## config.mk

```make
export PLATFORM = sky130hd
export DESIGN_NAME = pipelined_lookahead_adder
export DESIGN_NICKNAME = d
export VERILOG_FILES = /design/src/rtl/pipelined_lookahead_adder.sv
export SDC_FILE = /design/constraint.sdc
export NUM_CORES = 1
export LEC_CHECK = 0
export BUFFER_PORTS_ARGS = -buffer_cell sky130_fd_sc_hd__buf_2
export CAP_MARGIN = 15
export CELL_PAD_IN_SITES_DETAIL_PLACEMENT = 1
export CELL_PAD_IN_SITES_GLOBAL_PLACEMENT = 2
export CORE_MARGIN = 2
export CORE_UTILIZATION = 36
export CTS_CLUSTER_SIZE = 28
export DETAILED_ROUTE_END_ITERATION = 10
export GPL_TIMING_DRIVEN = 0
export PLACE_DENSITY_LB_ADDON = 0.1
export SYNTH_ARGS = -nofsm -noshare
export SYNTH_HDL_FRONTEND = slang
export SYNTH_SLANG_ARGS = --single-unit
export TNS_END_PERCENT = 20
```

## constraint.sdc

```tcl
create_clock -name Clk -period 4.6 [get_ports Clk]
set_clock_uncertainty 0.15 [all_clocks]
set_input_delay 1.15 -clock Clk [delete_from_list [all_inputs] [get_ports Clk]]
set_output_delay 1.15 -clock Clk [all_outputs]
set_load 0.02 [all_outputs]
```

## src/rtl/pipelined_lookahead_adder.sv

```systemverilog
// pipelined_lookahead_adder
//
// Pipelined two-level carry-lookahead adder/subtractor with valid/ready flow
// control. The operands are cut into STAGES equal slices. Stage k sums slice k
// using GROUP-bit lookahead groups. A second-level lookahead unit computes
// the carry-in of every group in parallel from the group G/P terms. The carry
// out of each slice is registered and handed to the next stage.
//
// Ports
//   Clk        clock, all state on the rising edge
//   Reset      synchronous, active-high reset
//   in_valid   operand transaction offered
//   in_ready   block accepts a transaction this cycle
//   A, B       operands (WIDTH bits)
//   Cin        carry-in (add) / borrow-in (sub)
//   Sub        0: add, 1: subtract (A - B - Cin)
//   out_valid  result registers hold a valid result
//   out_ready  downstream consumes the result this cycle
//   S          sum/difference modulo 2^WIDTH
//   CO         raw carry out of bit WIDTH-1 (1 = no borrow when subtracting)
//   OV         signed two's-complement overflow
module pipelined_lookahead_adder #(
  parameter int WIDTH  = 32,
  parameter int GROUP  = 4,
  parameter int STAGES = 2
) (
  input  logic             Clk,
  input  logic             Reset,
  input  logic             in_valid,
  output logic             in_ready,
  input  logic [WIDTH-1:0] A,
  input  logic [WIDTH-1:0] B,
  input  logic             Cin,
  input  logic             Sub,
  output logic             out_valid,
  input  logic             out_ready,
  output logic [WIDTH-1:0] S,
  output logic             CO,
  output logic             OV
);

  localparam int SW = WIDTH / STAGES;  // bits per slice
  localparam int NG = SW / GROUP;      // lookahead groups per slice

  if (WIDTH % (GROUP * STAGES) != 0) begin : g_bad_params
    $error("pipelined_lookahead_adder: WIDTH must be a multiple of GROUP*STAGES");
  end

  // One pipeline stage. a/b carry the not-yet-summed operand slices (b is
  // already inverted for subtraction), s the finished sum slices, c the carry
  // into the next slice and cm the carry into the slice's top bit (only the
  // last stage's cm is meaningful: it feeds OV).
  typedef struct packed {
    logic             valid;
    logic [WIDTH-1:0] a;
    logic [WIDTH-1:0] b;
    logic [WIDTH-1:0] s;
    logic             c;
    logic             cm;
  } stage_t;

  typedef struct packed {
    logic [SW-1:0] s;
    logic          cout;
    logic          cmsb;
  } slice_t;

  // Two-level lookahead sum of one slice. Every carry is written as an
  // explicit sum-of-products of G/P terms and the slice carry-in, so neither
  // groups nor bits inside a group ripple into each other.
  function automatic slice_t slice_add(input logic [SW-1:0] a,
                                       input logic [SW-1:0] b,
                                       input logic          cin);
    logic [SW-1:0] g, p, c;
    logic [NG-1:0] gg, gp, gc;
    logic          cj, term;
    slice_t        res;
    g   = a & b;
    p   = a ^ b;
    gc  = '0;
    res = '0;
    // First level: group generate / propagate.
    for (int j = 0; j < NG; j++) begin
      gg[j] = 1'b0;
      gp[j] = 1'b1;
      for (int i = 0; i < GROUP; i++) begin
        gg[j] = g[j*GROUP+i] | (p[j*GROUP+i] & gg[j]);
        gp[j] = gp[j] & p[j*GROUP+i];
      end
    end
    // Second level: carry into each group (j == NG is the slice carry out).
    for (int j = 0; j <= NG; j++) begin
      cj = cin;
      for (int n = 0; n < j; n++) cj = cj & gp[n];
      for (int m = 0; m < j; m++) begin
        term = gg[m];
        for (int n = m + 1; n < j; n++) term = term & gp[n];
        cj = cj | term;
      end
      if (j < NG) gc[j] = cj;
      else        res.cout = cj;
    end
    // Bit carries inside each group, from that group's carry-in only.
    for (int j = 0; j < NG; j++) begin
      for (int i = 0; i < GROUP; i++) begin
        cj = gc[j];
        for (int n = 0; n < i; n++) cj = cj & p[j*GROUP+n];
        for (int m = 0; m < i; m++) begin
          term = g[j*GROUP+m];
          for (int n = m + 1; n < i; n++) term = term & p[j*GROUP+n];
          cj = cj | term;
        end
        c[j*GROUP+i] = cj;
      end
    end
    res.s    = p ^ c;
    res.cmsb = c[SW-1];
    return res;
  endfunction

  stage_t r [STAGES];  // stage registers; r[STAGES-1] drives the outputs
  stage_t d [STAGES];  // next value of each stage register
  logic   adv;

  // A single global enable: everything moves, or everything holds.
  assign adv       = !r[STAGES-1].valid || out_ready;
  assign in_ready  = adv && !Reset;
  assign out_valid = r[STAGES-1].valid;
  assign S         = r[STAGES-1].s;
  assign CO        = r[STAGES-1].c;
  assign OV        = r[STAGES-1].cm ^ r[STAGES-1].c;

  for (genvar k = 0; k < STAGES; k++) begin : g_stage
    stage_t src, nxt;
    slice_t res;

    if (k == 0) begin : g_first
      always_comb begin
        // NOTE: assign a default to every field first so no path leaves a
        // bit unassigned; a combinational block that misses one infers a latch.
        src       = '0;
        src.valid = in_valid && in_ready;
        src.a     = A;
        src.b     = Sub ? ~B : B;
        src.c     = Cin ^ Sub;
      end
    end else begin : g_next
      assign src = r[k-1];
    end

    always_comb begin
      res               = slice_add(src.a[k*SW +: SW], src.b[k*SW +: SW], src.c);
      nxt               = src;
      nxt.s[k*SW +: SW] = res.s;
      nxt.c             = res.cout;
      nxt.cm            = res.cmsb;
    end

    assign d[k] = nxt;
  end

  // NOTE: clocked state is written with non-blocking assignments so every
  // stage samples its predecessor's pre-edge value, regardless of order.
  always_ff @(posedge Clk) begin
    if (Reset) begin
      for (int k = 0; k < STAGES; k++) r[k] <= '0;
    end else if (adv) begin
      for (int k = 0; k < STAGES; k++) r[k] <= d[k];
    end
  end

  // Operand bits of finished slices and the cm bits of inner stages are dead
  // by construction; gather them into one sink.
  logic unused_ok;
  always_comb begin
    unused_ok = 1'b0;
    for (int k = 0; k < STAGES; k++) unused_ok = unused_ok ^ (^r[k]);
  end

endmodule

```

==> metrics.txt, run 1 <==
worst setup margin 479.0 ps; crit-path max cell delay 360 ps; layout cells sized above 1 0.2981; Top delay family on crit path compound AO/OA/AOI/OAI gates; ANT nets after route 0; root buf cell clkbuf_16; nets@finish between 600 and 700; die area about 15000 µm²; Slew HR 0.3855; pin slew with the least headroom to its limit between 900 and 1000 ps; GRT Util Overall 0.1484; Crit path required time 4520 ps; largest registers r: 85 flops; multi-input logic area about 2100 µm²; Remaining DRCs 0; total wire length a little over 10000 µm; Rows 42; Synth Instances approximately 420; outcome finished, final reports clean; DRT iter0 DRCs approximately 120; synth warn 0; Num CTS Buffers 9; Reg area between 2000 and 3000 µm²; Max Fclk around 0.24 GHz; DR WL/cell roughly 14 µm; Final Cell Area 6067 µm²; Yosys reg bits between 80 and 90; clock tree sinks 85; post-synth top area cell edfxtp_1; CP max-delay cell a211oi_2; Final Slew Violations 0; # IOs roughly 110; largest register by flop count r; synth top area cells edfxtp_1, ha_1, xor2_1; Leakage 2.867 nW; DP Worst Slack 68.62 ps; total number of vias 3238; final setup fails 0; # H-tree levels 3; Detail Placement HPWL around 8300 µm; Final Hold Fails 0; Setup Crit Path Kind in -> reg; Starting Density 0.3720; global-route wire length before repair roughly 16000 µm; grt total ovfl 0; Yosys cell types 35; ANT cells 0; clk slew on worst S/H paths about 60 ps; CTS resizes 0; Layout Utilization 0.4528; worst hold path type reg -> reg; initial antenna violation count 0; Worst EP arrival 4050 ps; Die H between 100 and 150 µm; vias per cell 4.522; Clock Latency Late Sink 340 ps; Chip Width between 100 and 150 µm; Syn Std Cell Area about 5000 µm²; CP startpoint kind primary input; pin count of the biggest net entering global routing 21; cell chain of the critical path buf_6 > buf_2 > xor2_1 > ha_1 > and4_1 > a221oi_1 > o21ai_1 > a211oi_2 > nor2_1 > ha_1 > o21ai_0 > nand2b_1 > a21oi_1 > xor2_1 > nor2_1; TritonCTS clock tree built; Layout fillers 1496; total power between 0.002 and 0.0025 W; worst vdd ir 0.1758 mV; Largest register FFs 85; syn_nets between 500 and 600; max-cap viol count 0; Pwr Density 366.9 nW/µm²; Port Buffer Count around 100; most frequent cells in the layout buf_2, edfxtp_1, nor2_1; Post-Route Setup TNS 0 ps; core area between 10000 and 15000 µm²; CTS max path bufs 2; fin crit share 0.8959; hold-fix buffer count after cts 0; Final GP Congestion between 0.7 and 0.8; vias in the first global route between 3000 and 4000; Layout area overhead 21.71%; Initial DRT Pass Iterations 4; register area share after synthesis 0.5120; minimum clock period slightly above 4000 ps; post-CTS setup buffers 0; commonest non-fill, non-tap cell in the layout buf_2; share of the synthesized area in the top cell type 0.5120; Crit Path Max Fanout 10; crit path buf inv count 2; dpl cell area slightly below 6000 µm²; Setup crit end kind flip-flop; RSZ-0062 raised after global routing no; Syn Area/Cell approximately 12 µm²
-- worst paths after layout --
path,from,to,slack [ps],depth (start not counted)
worst min register to register,r[0][11],r[0][110],370,1
worst max register to register,r[0][50],r[0][132],1310,12
worst max-delay path,Sub,r[0][17],480,15
worst min-delay path,r[0][11],r[0][110],370,1
-- report_power, final --
group | switching, W | internal [W] | leakage, nW
sequential | 0.0000314 | 0.000969 | 0.988
combinational | 0.000281 | 0.000245 | 1.75
clock | 0.000285 | 0.000414 | 0.130
-- area by class of cell --
type	count	area share
inverters	17	0.01052
multi-input cells	270	0.3409
well taps	176	0.03630
plain buffers	45	0.04949
flip-flops and latches	85	0.4207
repair buffers	108	0.09569
clock buffers	10	0.03774
clock inverters	5	0.008662
-- through the flow --
step	hold WS [ps]	std cells
after floorplan	346.7	417
after global placement	349.0	697
after detailed placement	358.9	701
after CTS	372.2	716
after global routing	384.1	716
final	368.0	716
-- kinds of logic (layout without fill, tap and decap cells) --
group | Yosys count | count (layout) | share of synthesized area
simple gates | 115 | 115 | 0.1170
fa+ha+maj | 48 | 48 | 0.1325
xor+xnor | 58 | 58 | 0.1057
flops | 85 | 85 | 0.5120
buf+inv | 62 | 185 | 0.07304
compound gates | 49 | 49 | 0.05974
-- worst register-to-register path: cells and delay by family, from the launching register on --
family          cells  cell delay [ps]
simple gates        4              560
compound gates      5             1180
xor+xnor            1              190
fa+ha+maj           2              540
flops               1              410
-- synthesized netlist by cell type --
| library cell | number |
|---|---|
| a211o_1 | 1 |
| a211oi_2 | 1 |
| a21o_1 | 7 |
| a21o_2 | 1 |
| a21oi_1 | 20 |
| a221oi_1 | 1 |
| a31oi_1 | 1 |
| and2_1 | 39 |
| and4_1 | 2 |
| buf_1 | 1 |
| buf_2 | 3 |
| buf_4 | 32 |
| buf_6 | 1 |
| clkbuf_1 | 8 |
| edfxtp_1 | 85 |
| fa_1 | 8 |
| ha_1 | 40 |
| inv_1 | 17 |
| nand2_1 | 6 |
| nand2b_1 | 8 |
| nand3_1 | 1 |
| nand3b_1 | 1 |
| nand4_1 | 2 |
| nor2_1 | 51 |
| nor2b_1 | 1 |
| nor3b_1 | 1 |
| o21ai_0 | 13 |
| o21ai_1 | 2 |
| o221ai_1 | 1 |
| o41ai_2 | 1 |
| or2_1 | 2 |
| or2_2 | 1 |
| xnor2_1 | 28 |
| xnor2_4 | 1 |
| xor2_1 | 29 |
-- routing by layer --
layer  track usage  vias up  wire length (µm)
li1              -     1625                 -
met1        0.1637     1536              4201
met2        0.2658       64              5376
met3       0.03230       13               497
met4       0.08046        0               240
met5             0        -                 0
No activity file was read; power rests on OpenSTA's default activity.
==> inputs of run 2 (changes only) <==
--- a/config.mk
+++ b/config.mk
@@ -14,7 +14,9 @@
 export CTS_CLUSTER_SIZE = 28
 export DETAILED_ROUTE_END_ITERATION = 10
 export GPL_TIMING_DRIVEN = 0
-export PLACE_DENSITY_LB_ADDON = 0.1
+export HOLD_SLACK_MARGIN = 0.1
+export MAX_ROUTING_LAYER = met4
+export PLACE_DENSITY = 0.8
 export SYNTH_ARGS = -nofsm -noshare
 export SYNTH_HDL_FRONTEND = slang
 export SYNTH_SLANG_ARGS = --single-unit
==> run 2 against run 1 <==
Net effect: worst setup slack got worse by 47 ps; cell count unchanged; clock-buffer cell count unchanged; wire length increased by 4.3%; combinational power increased by 2%; cell area about the same; power decreased by 2.7%; die area unchanged; clock power decreased by 9.9%; highest routed layer unchanged.
==> metrics.txt, run 2 (synthesized netlist as in run 1, its figures left out) <==
outcome finished, final reports clean; largest register by flop count r; worst setup margin 431.8 ps (-47.15 ps); switching share of total power 0.2743 (+0.005690); Worst EP arrival 4090 ps (+40 ps); post-CTS setup buffers 0 (unchanged); Layout Utilization 0.4531 (about the same); worst setup path startpoint Sub; TritonCTS clock tree built; clk slew on worst S/H paths 60 ps (about the same); combinational power share 0.247 (+0.010); Int Pwr 0.001572 W (-3.5%); Clock Latency Late Sink 330 ps (about the same); Leakage 2.880 nW (+0.47%); clock power share 0.291 (-0.023); final setup fails 0 (unchanged); core area 13400 µm² (unchanged); nets@finish 655 (+0.15%); global-route wire length before repair 17280 µm (+7.1%); Final GP Congestion 0.8296 (+4.5%); clock tree sinks 85 (unchanged); CP startpoint kind primary input; Crit path required time 4520 ps (about the same); Initial DRT Pass Iterations 4 (unchanged); Final Slew Violations 0 (unchanged); total wire length 10760 µm (+4.3%); Num CTS Buffers 9 (unchanged); GRT Util Overall 0.1594 (+0.01101); Crit Path Max Fanout 10 (unchanged); Remaining DRCs 0 (unchanged); worst setup path end r[0][17]; max-cap viol count 0 (unchanged); Slew HR 0.6176 (+0.2320); Die H 121.7 µm (unchanged); reg-to-reg endpoint r[0][132]; initial antenna violation count 0 (unchanged); ANT cells 0 (unchanged); Layout area overhead 21.81% (about the same); Rows 42 (unchanged); # H-tree levels 3 (unchanged); ANT nets after route 0 (unchanged); fin crit share 0.9061 (+0.01025); Reg2Reg Depth 12 (unchanged); setup slack, reg-to-reg 1350 ps (+40 ps); Chip Width 121.7 µm (unchanged); most frequent cells in the layout buf_2, edfxtp_1, nor2_1; DR WL/cell 15.02 µm (+4.3%); total number of vias 3333 (+2.9%); pin count of the biggest net entering global routing 19 (-9.5%); Largest register FFs 85 (unchanged); root buf cell clkbuf_16; worst vdd ir 0.1756 mV (-0.11%); Setup Crit Path Kind in -> reg; Max Fclk 0.2399 GHz (-1.1%); FF-to-FF Start r[0][50]; Sequential Power Share 0.462 (+0.012); CTS resizes 0 (unchanged); layout cells sized above 1 0.2981 (unchanged); pin slew with the least headroom to its limit 573.7 ps (-345.3 ps); DRT iter0 DRCs 107 (-7.8%); commonest non-fill, non-tap cell in the layout buf_2; hold-fix buffer count after cts 0 (unchanged); worst hold path type reg -> reg; CTS max path bufs 2 (unchanged); vias in the first global route 3576 (+6.2%); die area 14800 µm² (unchanged); RSZ-0062 raised after global routing no; minimum clock period 4168 ps (+47.15 ps); Sw Pwr 0.0005941 W (-0.64%); Final Hold Fails 0 (unchanged); Detail Placement HPWL 8559 µm (+3.4%); vias per cell 4.655 (+2.9%); DP Worst Slack 45.81 ps (-22.81 ps); Port Buffer Count 104 (unchanged); grt total ovfl 0 (unchanged); largest registers r: 85 flops; Starting Density 0.3720 (unchanged); Setup crit end kind flip-flop; # IOs 106 (unchanged); Pwr Density 356.7 nW/µm² (-2.8%)
[run 2: changes by cell type in the layout (fill, tap and decap cells not counted), sizes merged]
cell | before | now
buf | 145 | 146
bufinv | 1 | 0
clkinv | 2 | 4
clkinvlp | 2 | 0
[run 2: stage by stage]
| stage | TNS [ps] | instances | hold WS (ps) | area [µm²] | total power (W) |
|---|---|---|---|---|---|
| global route | 0 | 716 | 380.1 | 6072 | 0.002284 |
| floorplan | 0 | 417 | 346.7 | 4985 | 0.001393 |
| detailed placement | 0 | 702 | 354.3 | 5826 | 0.001561 |
| global placement | -81870 | 697 | 349.4 | 5725 | 0.001531 |
| finish | 0 | 716 | 366.2 | 6072 | 0.002166 |
| CTS | 0 | 716 | 368.1 | 6072 | 0.002187 |
[run 2: layout make-up]
type	instances	area (µm²)
flip-flops and latches	85	2552
well taps	176	220.2
repair buffers	109	620.6
inverters	17	63.81
fillers	1489	7328
multi-input cells	270	2068
plain buffers	45	300.3
clock inverters	4	17.52
clock buffers	10	229.0
[run 2: power by group through the flow]
stage	registers, W	clock network [W]	logic (W)
after global placement	0.00102	0	0.000515
after floorplan	0.00101	0	0.000385
after detailed placement	0.00102	0	0.000543
after global routing	0.00101	0.000670	0.000603
final	0.00100	0.000630	0.000535
after CTS	0.00100	0.000640	0.000546
[run 2: per-layer routing]
layer  vias to the layer above  routed length, µm  global-route usage
met5                         -                  0                   -
met4                         0                242             0.06178
met3                        21                468             0.02903
met2                        71               5665              0.2858
met1                      1615               4380              0.1758
li1                       1626                  -                   -
[run 2: worst min-delay path by stage]
stage | startpoint | end | slack (ps) | depth (start not counted)
after floorplan | r[0][2] | r[0][101] | 350 | 1
after global placement | r[0][11] | r[0][110] | 350 | 1
after detailed placement | r[0][2] | r[0][101] | 350 | 1
after CTS | r[0][2] | r[0][101] | 370 | 1
after global routing | r[0][98] | r[0][197] | 380 | 1
final | r[0][2] | r[0][101] | 370 | 1
[run 2: critical path, stage by stage]
cell and delay, ps:
buf_6 110, buf_2 340, xor2_1 180, ha_1 290
and4_1 250, a221oi_1 270, o21ai_1 190, a211oi_2 380
nor2_1 80, ha_1 180, o21ai_0 170, nand2b_1 100
a21oi_1 180, xor2_1 160, nor2_1 50
==> inputs of run 3 (changes only) <==
--- a/config.mk
+++ b/config.mk
@@ -9,14 +9,13 @@
 export CAP_MARGIN = 15
 export CELL_PAD_IN_SITES_DETAIL_PLACEMENT = 1
 export CELL_PAD_IN_SITES_GLOBAL_PLACEMENT = 2
-export CORE_MARGIN = 2
-export CORE_UTILIZATION = 36
+export CORE_UTILIZATION = 35
 export CTS_CLUSTER_SIZE = 28
 export DETAILED_ROUTE_END_ITERATION = 10
 export GPL_TIMING_DRIVEN = 0
 export HOLD_SLACK_MARGIN = 0.1
 export MAX_ROUTING_LAYER = met4
-export PLACE_DENSITY = 0.8
+export PLACE_DENSITY = 0.78
 export SYNTH_ARGS = -nofsm -noshare
 export SYNTH_HDL_FRONTEND = slang
 export SYNTH_SLANG_ARGS = --single-unit
==> run 3 against run 2 <==
Net effect: global-route usage fell by 0.38 points; power grew 6.1%; flip-flop and latch count did not move; largest power group unchanged.
==> metrics.txt, run 3 (synthesized netlist as in run 1, its figures left out) <==
Post-Route Setup TNS 0 ps (unchanged); Pwr Density 375.7 nW/µm² (+5.3%); Clock Latency Late Sink 330 ps (about the same); CTS max path bufs 2 (unchanged); RSZ-0062 raised after global routing no; Setup crit end kind flip-flop; worst hold path type reg -> reg; clk slew on worst S/H paths 60 ps (about the same); vias per cell 4.520 (-2.9%); FF-to-FF Start r[0][50]; Worst EP arrival 4090 ps (about the same); met3 routed WL 547 µm (+17%); Layout fillers 1542 (+3.6%); nets@finish 654 (-0.15%); Crit Path Max Fanout 10 (unchanged); clock tree sinks 85 (unchanged); minimum clock period 4164 ps (-3.965 ps); most frequent cells in the layout buf_2, edfxtp_1, nor2_1; die area 14720 µm² (-0.54%); largest register by flop count r; worst setup margin 435.8 ps (+3.965 ps); Layout area overhead 22.74%; Port Buffer Count 104 (unchanged); root buf cell clkbuf_16; Final Slew Violations 0 (unchanged); TritonCTS clock tree built; total number of vias 3259 (-2.2%); core area 13880 µm² (+3.6%); hold-fix buffer count after cts 0 (unchanged); Chip Width 121.3 µm (-0.27%); DRT iter0 DRCs 142 (+33%); pin slew with the least headroom to its limit 1002 ps (+428.5 ps); layout cells sized above 1 0.3013 (+0.003146); dpl cells 705 (+0.43%); CP startpoint kind primary input; vias in the first global route 3461 (-3.2%); Reg area 2552 µm² (unchanged); met2 WL 5613 µm (-0.92%); # IOs 106 (unchanged); GRT Util Overall 0.1556 (-0.003828); ANT cells 0 (unchanged); Largest register FFs 85 (unchanged); worst vdd ir 0.1782 mV (+1.5%); Max Fclk 0.2401 GHz (about the same); total wire length 10410 µm (-3.2%); max-cap viol count 0 (unchanged); Slew HR 0.3299 (-0.2877); worst setup path startpoint Sub; Initial DRT Pass Iterations 6 (+2); hold_ws 367.1 ps (+0.9150 ps); post-CTS setup buffers 0 (unchanged); CTS resizes 0 (unchanged); Leakage 2.897 nW (+0.60%); initial antenna violation count 0 (unchanged); Final Hold Fails 0 (unchanged); fin crit share 0.9053 (about the same); Num CTS Buffers 9 (unchanged); multi-input logic area 2068 µm² (unchanged); Setup Crit Path Kind in -> reg; grt total ovfl 0 (unchanged); final std cells w/o fill 721 (+0.70%); DP Worst Slack 28.71 ps (-17.11 ps); Detail Placement HPWL 8194 µm (-4.3%); met1 wire length 4131 µm (-5.7%); commonest non-fill, non-tap cell in the layout buf_2; Die H 121.3 µm (-0.27%); pin count of the biggest net entering global routing 21 (+2); Max Used Layer met4; ANT nets after route 0 (unchanged); Final GP Congestion 0.8198 (-1.2%); Rows 43 (+2.4%); Starting Density 0.3591 (-0.01288); final setup fails 0 (unchanged); Remaining DRCs 0 (unchanged); hold path start r[0][12]; Crit path required time 4520 ps (about the same); global-route wire length before repair 16680 µm (-3.5%); DR WL/cell 14.44 µm (-3.9%); outcome finished, final reports clean; largest registers r: 85 flops; # H-tree levels 3 (unchanged)
==> run 3: cell types whose count changed in the layout (fill, tap and decap cells not counted) <==
cell,previous run,this run
inv_6,0,1
clkinv_2,2,1
buf_16,2,1
clkbuf_1,9,10
clkinv_1,2,0
clkinv_4,0,1
bufinv_16,0,2
==> run 3: path summary, 6_finish.rpt <==
| kind | endpoint | slack [ps] | cells after the start |
|---|---|---|---|
| setup / recovery | r[0][17] | 440 | 15 |
| hold / removal | r[0][111] | 370 | 1 |
| hold reg to reg | r[0][111] | 370 | 1 |
| setup reg to reg | r[0][132] | 1420 | 12 |
==> run 3: worst max-delay path, stage by stage <==
cell and delay [ps]:
buf_6 110, buf_2 350, xor2_1 190, ha_1 290, and4_1 250, a221oi_1 270, o21ai_1 180, a211oi_2 360
nor2_1 70, ha_1 180, o21ai_0 160, nand2b_1 110, a21oi_1 200, xor2_1 160, nor2_1 50
==> run 3: area by class of cell <==
type | count | area share
clock inverters | 5 | 0.01350
clock buffers | 11 | 0.03804
plain buffers | 45 | 0.04908
multi-input cells | 270 | 0.3380
inverters | 17 | 0.01043
flip-flops and latches | 85 | 0.4172
repair buffers | 108 | 0.09693
well taps | 180 | 0.03681
==> run 3: routing by layer <==
layer,GRT usage,vias to the layer above
met2,0.2798,69
li1,-,1623
met5,-,-
met4,0.04630,0
met3,0.03853,8
met1,0.1679,1559
==> run 3: per-stage QoR <==
step	total power (W)	utilization	cell area, µm²
after floorplan	0.001393	-	4985
after global placement	0.001531	0.4128	5731
after detailed placement	0.001557	0.4181	5803
after CTS	0.002332	0.4408	6118
after global routing	0.002424	0.4408	6118
final	0.002299	0.4408	6118
==> run 3: power breakdown <==
part / leakage [nW] / switching [W] / internal (W) / total, W
Clock: 0.154 / 0.000292 / 0.000478 / 0.000770
Sequential: 0.988 / 0.0000309 / 0.000969 / 0.00100
Combinational: 1.75 / 0.000283 / 0.000246 / 0.000529
